===== src/rtl/aes_ark_pipe_if.sv =====
// Bus bundle for the AES AddRoundKey pipeline: key-write port, input beat, output beat.
interface aes_ark_pipe_if #(
  parameter int unsigned LANES = 1,
  parameter int unsigned RKW   = 4
);
  localparam int unsigned DW = 128 * LANES;

  logic           key_we;
  logic [RKW-1:0] key_idx;
  logic [127:0]   key_in;

  logic           in_valid;
  logic           in_ready;
  logic [DW-1:0]  in_data;
  logic [RKW-1:0] in_round;
  logic           in_bypass;

  logic           out_valid;
  logic           out_ready;
  logic [DW-1:0]  out_data;
  logic           out_err;

  modport master (
    output key_we, key_idx, key_in,
    output in_valid, in_data, in_round, in_bypass,
    output out_ready,
    input  in_ready, out_valid, out_data, out_err
  );

  modport slave (
    input  key_we, key_idx, key_in,
    input  in_valid, in_data, in_round, in_bypass,
    input  out_ready,
    output in_ready, out_valid, out_data, out_err
  );
endinterface


===== src/rtl/aes_ark_pipe.sv =====
// AES AddRoundKey pipeline: round-key file plus a STAGES-deep valid/ready pipe.
// The key XOR is computed into stage 0; later stages only carry data/valid/err.
module aes_ark_pipe #(
  parameter int unsigned LANES  = 1,
  parameter int unsigned STAGES = 2,
  parameter int unsigned NRK    = 11
) (
  input logic           clk,
  input logic           rst,
  aes_ark_pipe_if.slave bus
);
  localparam int unsigned RKW   = (NRK > 1) ? $clog2(NRK) : 1;
  localparam int unsigned DW    = 128 * LANES;
  localparam logic [RKW:0] NRK_W = (RKW + 1)'(NRK);

  typedef struct packed {
    logic          valid;
    logic          err;
    logic [DW-1:0] data;
  } stage_t;

  logic [127:0]      key_q [NRK];
  logic [127:0]      key_d [NRK];
  stage_t            st_q  [STAGES];
  stage_t            st_d  [STAGES];
  logic [STAGES-1:0] ld;
  logic [127:0]      key_sel;
  logic [127:0]      key_mix;
  logic              round_err;
  logic [DW-1:0]     ark_data;

  // Key file next state; out-of-range slots match no entry and are dropped.
  always_comb begin
    for (int unsigned i = 0; i < NRK; i++) begin
      key_d[i] = key_q[i];
      if (bus.key_we && (bus.key_idx == RKW'(i))) begin
        key_d[i] = bus.key_in;
      end
    end
  end

  // Read the requested round key from the registered file (old value on same-cycle write).
  always_comb begin
    key_sel = '0;
    for (int unsigned i = 0; i < NRK; i++) begin
      if (bus.in_round == RKW'(i)) begin
        key_sel = key_q[i];
      end
    end
  end

  assign round_err = {1'b0, bus.in_round} >= NRK_W;
  // Word order of the key is reversed against the state words.
  assign key_mix   = {key_sel[31:0], key_sel[63:32], key_sel[95:64], key_sel[127:96]};

  // Apply the same key to every lane unless bypassed or the slot is invalid.
  always_comb begin
    ark_data = bus.in_data;
    if (!(bus.in_bypass || round_err)) begin
      for (int unsigned l = 0; l < LANES; l++) begin
        ark_data[l*128 +: 128] = bus.in_data[l*128 +: 128] ^ key_mix;
      end
    end
  end

  // Load enables: a stage loads when empty or when the stage after it loads.
  always_comb begin
    ld = '0;
    ld[STAGES-1] = !st_q[STAGES-1].valid || bus.out_ready;
    for (int i = int'(STAGES) - 2; i >= 0; i--) begin
      ld[i] = !st_q[i].valid || ld[i+1];
    end
  end

  // Pipeline next state: stage 0 takes the transformed beat, later stages shift.
  always_comb begin
    for (int unsigned s = 0; s < STAGES; s++) begin
      st_d[s] = st_q[s];
    end
    if (ld[0]) begin
      st_d[0].valid = bus.in_valid;
      st_d[0].err   = bus.in_valid && round_err;
      if (bus.in_valid) begin
        st_d[0].data = ark_data;
      end
    end
    for (int unsigned s = 1; s < STAGES; s++) begin
      if (ld[s]) begin
        st_d[s].valid = st_q[s-1].valid;
        st_d[s].err   = st_q[s-1].valid && st_q[s-1].err;
        if (st_q[s-1].valid) begin
          st_d[s].data = st_q[s-1].data;
        end
      end
    end
  end

  // State registers; reset clears keys and drops any beat in flight.
  always_ff @(posedge clk or negedge rst) begin
    if (!rst) begin
      for (int unsigned i = 0; i < NRK; i++) begin
        key_q[i] <= '0;
      end
      for (int unsigned s = 0; s < STAGES; s++) begin
        st_q[s] <= '0;
      end
    end else begin
      key_q <= key_d;
      st_q  <= st_d;
    end
  end

  assign bus.in_ready  = ld[0];
  assign bus.out_valid = st_q[STAGES-1].valid;
  assign bus.out_err   = st_q[STAGES-1].err;
  assign bus.out_data  = st_q[STAGES-1].data;
endmodule


===== src/flat_wrapper.sv =====
// flat-port wrapper written by rule: the top's interface ports become plain ports
module aes_ark_pipe_flat 
#(
  parameter int unsigned LANES  = 1,
  parameter int unsigned STAGES = 2,
  parameter int unsigned NRK    = 11
)
  (clk, rst, bus_key_we, bus_key_idx, bus_key_in, bus_in_valid, bus_in_data, bus_in_round, bus_in_bypass, bus_out_ready, bus_in_ready, bus_out_valid, bus_out_data, bus_out_err);
  aes_ark_pipe_if #(.LANES(LANES)) bus_i ();
  input logic clk;
  input logic rst;
  input wire logic [$bits(bus_i.key_we)-1:0] bus_key_we;
  input wire logic [$bits(bus_i.key_idx)-1:0] bus_key_idx;
  input wire logic [$bits(bus_i.key_in)-1:0] bus_key_in;
  input wire logic [$bits(bus_i.in_valid)-1:0] bus_in_valid;
  input wire logic [$bits(bus_i.in_data)-1:0] bus_in_data;
  input wire logic [$bits(bus_i.in_round)-1:0] bus_in_round;
  input wire logic [$bits(bus_i.in_bypass)-1:0] bus_in_bypass;
  input wire logic [$bits(bus_i.out_ready)-1:0] bus_out_ready;
  output wire logic [$bits(bus_i.in_ready)-1:0] bus_in_ready;
  output wire logic [$bits(bus_i.out_valid)-1:0] bus_out_valid;
  output wire logic [$bits(bus_i.out_data)-1:0] bus_out_data;
  output wire logic [$bits(bus_i.out_err)-1:0] bus_out_err;
  assign bus_i.key_we = bus_key_we;
  assign bus_i.key_idx = bus_key_idx;
  assign bus_i.key_in = bus_key_in;
  assign bus_i.in_valid = bus_in_valid;
  assign bus_i.in_data = bus_in_data;
  assign bus_i.in_round = bus_in_round;
  assign bus_i.in_bypass = bus_in_bypass;
  assign bus_i.out_ready = bus_out_ready;
  assign bus_in_ready = bus_i.in_ready;
  assign bus_out_valid = bus_i.out_valid;
  assign bus_out_data = bus_i.out_data;
  assign bus_out_err = bus_i.out_err;
  aes_ark_pipe #(.LANES(LANES), .STAGES(STAGES), .NRK(NRK)) u_core (.clk(clk), .rst(rst), .bus(bus_i));
endmodule

===== config.mk =====
export PLATFORM = sky130hd
export DESIGN_NAME = aes_ark_pipe_flat
export DESIGN_NICKNAME = d
export VERILOG_FILES = /design/src/rtl/aes_ark_pipe_if.sv /design/src/rtl/aes_ark_pipe.sv /design/src/flat_wrapper.sv
export SDC_FILE = /design/constraint.sdc
export NUM_CORES = 2
export LEC_CHECK = 0
export CAP_MARGIN = 15
export CORE_MARGIN = 1.5
export CORE_UTILIZATION = 60
export CTS_CLUSTER_DIAMETER = 50
export DETAILED_ROUTE_END_ITERATION = 8
export PLACE_DENSITY = 0.8
export SYNTH_ARGS = -nofsm -noshare
export SYNTH_HDL_FRONTEND = slang
export SYNTH_SLANG_ARGS = --single-unit
export TNS_END_PERCENT = 30

===== constraint.sdc =====
create_clock -name clk -period 2.7 [get_ports clk]
set_clock_uncertainty 0.1 [all_clocks]
set_input_delay 0.81 -clock clk [delete_from_list [all_inputs] [get_ports clk]]
set_output_delay 0.81 -clock clk [all_outputs]
set_load 0.02 [all_outputs]

# ---- Yosys cells after proc, flatten, opt, wreduce, memory -nomap -nowiden
# Index checks and enable logic that the tools add are counted.
dict set report totals {
  ff_bits 1668
}
dict set report classes {
  mux 12
  n_bitwise 1
  reduce_logical 22
  eq_ne 20
  order_cmp 1
}
# operator n
set op_table {}
lappend op_table {{$mux W128} 12}
lappend op_table {{$xor A128 B128 Y128} 1}
lappend op_table {{$eq A4 B3 Y1 const B} 8}
lappend op_table {{$eq A4 B4 Y1 const B} 6}
lappend op_table {{$eq A4 B2 Y1 const B} 4}
lappend op_table {{$logic_and A1 B1 Y1} 13}
lappend op_table {{$eq A4 B1 Y1 const B} 2}
lappend op_table {{$logic_not A4 Y1} 2}
lappend op_table {{$ge A4 B4 Y1 const B} 1}
lappend op_table {{$reduce_and A2 Y1} 2}
lappend op_table {{$logic_or A1 B1 Y1} 3}
lappend op_table {{$logic_not A1 Y1} 2}

# ---- Logic depth before layout (Yosys ltp)
dict set report depth {
  ltp_word 14
  ltp_mapped 12
  depth_no_buf 6
}

# ---- Least setup slack after synthesis
# OpenSTA, ideal clock, no wires.
dict set report synth_path {
  path_type {input -> register}
  start {input bus_in_round[1]}
  end {register u_core.st_q[229] in the netlist's numbering}
  t_arrival_ns 2.434
  setup_time_ns 0.122
  n_path_buf 5
  t_required_ns 2.478
  stages 11
  slack_ns 0.045
  cell_sequence {buf_4 > buf_6 > buf_4 > buf_4 > buf_2 > nand3b_1 > o21ai_0 > a2bb2oi_1 > o32ai_1 > mux2i_1 > nand2_1}
}
dict set report synth_via {
  elab_chain_len 14
}
# element line_no
set synth_rtl {}
lappend synth_rtl {{from (decl)} flat_wrapper.sv:17} ;# input wire logic [$bits(bus_i.in_round)-1:0] bus_in_round;
lappend synth_rtl {{$logic_not A4 Y1} aes_ark_pipe.sv:46} ;# if (bus.in_round == RKW'(i)) begin
lappend synth_rtl {{$mux W128 (11 in series)} aes_ark_pipe.sv:46}
lappend synth_rtl {{$xor A128 B128 Y128} aes_ark_pipe.sv:61} ;# ark_data[l*128 +: 128] = bus.in_data[l*128 +: 128] ^ key_mix;
lappend synth_rtl {{$mux W128 *} aes_ark_pipe.sv:59} ;# if (!(bus.in_bypass || round_err)) begin
lappend synth_rtl {{to (signal assigned)} aes_ark_pipe.sv:109} ;# st_q <= st_d;
lappend synth_rtl {{to (decl)} aes_ark_pipe.sv:24} ;# stage_t st_q [STAGES];
# Mark *: on every way between the ends. The rest lies on a longest branch, timed or not.
# A chain may end at the register's enable or synchronous reset.

# ---- Worst setup path after layout
dict set report layout_path {
  start {register u_core.st_q, in the netlist u_core.bus.out_valid}
  end {output bus_in_ready}
}
dict set report layout_via {
  elab_chain_len 3
}
# element line_no
set layout_rtl {}
lappend layout_rtl {{$logic_not A1 Y1} aes_ark_pipe.sv:69} ;# ld[STAGES-1] = !st_q[STAGES-1].valid || bus.out_ready;
lappend layout_rtl {{$logic_or A1 B1 Y1} aes_ark_pipe.sv:69}
lappend layout_rtl {{$logic_or A1 B1 Y1} aes_ark_pipe.sv:71} ;# ld[i] = !st_q[i].valid || ld[i+1];
lappend layout_rtl {{to (decl)} flat_wrapper.sv:20} ;# output wire logic [$bits(bus_i.in_ready)-1:0] bus_in_ready;
# No other way between the ends.

==> metrics.txt <==
Post-Route WL=245 mm; most frequent cells in the layout=dfrtp_1 (1,668), mux2_2 (1,558), buf_4 (426); CTS max path bufs=3; share of layout cells above drive strength 1=0.346; Finished Core Util=0.721; mapped cell area=80,500 µm²; Syn. warnings=0; via count=61.3k; sequential share of the synthesized area=0.519; gpl congestion=0.892; Final Max Slew Viols=0; Worst Path Required=1.79 ns; period utilisation layout=0.995; Detailed Route Iter0 Violations=6,274; clk_lat worst skew=0.82 ns; most common cell after layout, fill and taps aside=dfrtp_1; Mapped Avg Cell Area=11.9 µm²; DR pass1 iterations=6; met2 Usage GRT=0.560; main flop type after synthesis=dfrtp_1; status=completed; synth unique cells=63; PD cells=756 nW/µm²; HP Class=reg -> reg; RSZ-0062 raised after global routing=no; reg2reg setup slack=0.40 ns; post-route setup slack=0.0127 ns; number of global-route vias before repair=63.7k; root buffer cell=clkbuf_16; die width=369 µm; Yosys reg bits=1,668; worst-margin pin slew=0.755 ns; Levels on crit path=3; critical path's top delay family=flip-flops; crit path from=u_core.bus.out_valid; DR vias/cell=6.78; die area=136,000 µm²; Worst Path Max Fanout=3; met3 Usage GRT=0.0829; Comb pwr share=0.194; Net Sw Frac=0.278; clk sinks=1,668; input/output buffers=400; global-route wire length before repair=375 mm; Post-Syn Instances=6,735; FP Rows=134; mean routed wirelength per cell=27.1 µm; nets@finish=7,405; Antenna Nets Post-Route=0; core box area=133,000 µm²; met1 Track Usage GR=0.461; sequential power share=0.469; critical path class=reg -> out; DRC Markers=0; CP Launch Type=flip-flop; R2R cell count=7; Fmax=0.372 GHz; Die Y=369 µm; CTS buffer count=177; Starting Density=0.604; hold slack=0.384 ns; CP max stage cell=dfrtp_1; worst r2r src=u_core.bus.out_valid; MaxCap Viol Count=0; max incr delay on CP=0.50 ns; synthesis-to-finish area growth=19.4%; Lkg Pwr=40.6 nW; Rel. slew slack=0.495; Sw Pwr=20.2 mW; clock transition at the registers of the reported paths=0.06 ns; gr usage total=0.357; Final Setup Violations=0; H-tree depth=4; Detail Placement HPWL=160 mm; I/O pin count=401; Post-synth ARST share=1.00; DP Worst Slack=-0.631 ns; FF-to-FF End=u_core.st_q[236]; busiest grt layer=met2; Fillers=8,678; crit end category=primary output; HP Start=u_core.st_q[133]; Clock power frac=0.336; CP arrival=1.78 ns; initial antenna violation count=20; grt ovf=0; crit-path cells=nand3b_1 > buf_4 > buf_2; Post-synth EDFFs=0; min Tclk post-route=2.69 ns; Hold Fails Final Rpt=0; P_int=52.5 mW; Critical Path Sink=bus_in_ready; largest net degree at the start of global routing=83; peak supply drop=0.580 mV; Net Count, Synth=7,005; CTS tree=built; Worst Path Buf+Inv=2
## registers in the layout, indices dropped and copies added, names as in the netlist
register and cells:
u_core.bus.out_data 128, u_core.bus.out_err 1, u_core.bus.out_valid 1, u_core.key_q 1408
u_core.st_q 130
## Yosys cell counts, types with 7 or more instances
master | count | area [µm²]
a211oi_1 | 174 | 1310
buf_4 | 162 | 1220
a22o_1 | 57 | 499
o21a_1 | 31 | 233
o2bb2ai_1 | 130 | 1140
nor3_1 | 41 | 205
buf_6 | 13 | 146
or2_2 | 8 | 50.1
and3_1 | 14 | 87.6
nand3_1 | 37 | 185
xor2_1 | 26 | 228
a21oi_1 | 415 | 2080
buf_1 | 21 | 78.8
mux2i_1 | 144 | 1440
dfrtp_1 | 1668 | 41700
nor4b_1 | 31 | 272
a21o_1 | 44 | 330
o21ai_0 | 336 | 1680
nand2b_1 | 117 | 732
o221ai_1 | 7 | 61.3
a311oi_1 | 94 | 823
o22ai_1 | 77 | 482
nor2b_1 | 22 | 138
a2bb2oi_1 | 27 | 236
a22oi_1 | 94 | 706
a211o_1 | 15 | 131
or3_1 | 85 | 532
nand2_1 | 177 | 664
clkbuf_1 | 479 | 1800
buf_2 | 142 | 711
a221oi_1 | 15 | 131
mux2_2 | 1558 | 17500
nor2_1 | 164 | 616
nand3b_1 | 87 | 653
a31oi_1 | 91 | 569
a21boi_0 | 46 | 345
o31a_1 | 31 | 272
o21ai_1 | 16 | 80.1
## cells by family (layout without fill, tap and decap cells)
logic type | Yosys count | count (layout) | synth area share
AO/OA/AOI/OAI | 1716 | 1716 | 0.140
multiplexers | 1702 | 1702 | 0.236
flip-flops | 1668 | 1668 | 0.519
buffers and inverters | 822 | 1361 | 0.0493
AND/OR/NAND/NOR | 798 | 798 | 0.0529
XOR/XNOR | 29 | 29 | 0.00316
other | 0 | 9 | 0
## worst min-delay path, cell delays in order, from the launching register on
cell	delay, ns
dfrtp_1	0.34
nand2_1	0.05
o21ai_1	0.06
## worst min-delay path by stage
stage | endpoint | slack, ns | cells after the start
3_3_place_gp | u_core.st_q[222] | 0.36 | 2
3_5_place_dp | u_core.st_q[192] | 0.37 | 2
2_1_floorplan | u_core.st_q[132] | 0.35 | 2
5_1_grt | u_core.key_q[851] | 0.41 | 1
4_1_cts | u_core.st_q[185] | 0.36 | 5
6_report | u_core.st_q[133] | 0.38 | 2
## cell type report
| cell class | count | area (µm²) | share of cell area |
|---|---|---|---|
| diodes | 9 | 22.5 | 0.000234 |
| flip-flops and latches | 1668 | 41700 | 0.434 |
| repair buffers | 1038 | 11300 | 0.118 |
| well taps | 1768 | 2210 | 0.0230 |
| clock buffers | 270 | 5250 | 0.0547 |
| clock inverters | 48 | 578 | 0.00601 |
| multi-input cells | 4245 | 35000 | 0.364 |
| inverters | 5 | 28.8 | 0.000299 |
## per-stage QoR
stage | instance area [µm²] | std cells | total power [mW] | TNS [ns]
finish | 96100 | 9051 | 72.7 | 0
global route | 96100 | 9049 | 75.4 | 0
CTS | 96100 | 9041 | 72.6 | -0.210
detailed placement | 90400 | 8722 | 48.6 | -220.06
global placement | 90400 | 8722 | 47.5 | -181.03
floorplan | 80500 | 6735 | 43.1 | 0
## metal layers
layer	vias up	share of wire
met5	-	0.00044
met4	20	0.052
met3	819	0.095
li1	25500	-
met1	31600	0.39
met2	3408	0.47
## power groups by stage
stage	registers, mW	clock network, mW	logic (mW)
global placement	33.9	0	13.7
global route	34.7	25.6	15.1
finish	34.1	24.4	14.1
CTS	33.9	24.6	14.1
floorplan	33.2	0	9.98
detailed placement	34.3	0	14.3
## repair_timing
action                                  in CTS  in global routing
gates resized for setup                    133                  1
pin swaps                                    0                  0
hold buffers                                 1                  0
buffers inserted                             0                  1
gates cloned                                 0                  0
endpoints found under the setup margin     130                  1
endpoints found under the hold margin       23                  0
Note: power is estimated with default switching activity, not from simulation.
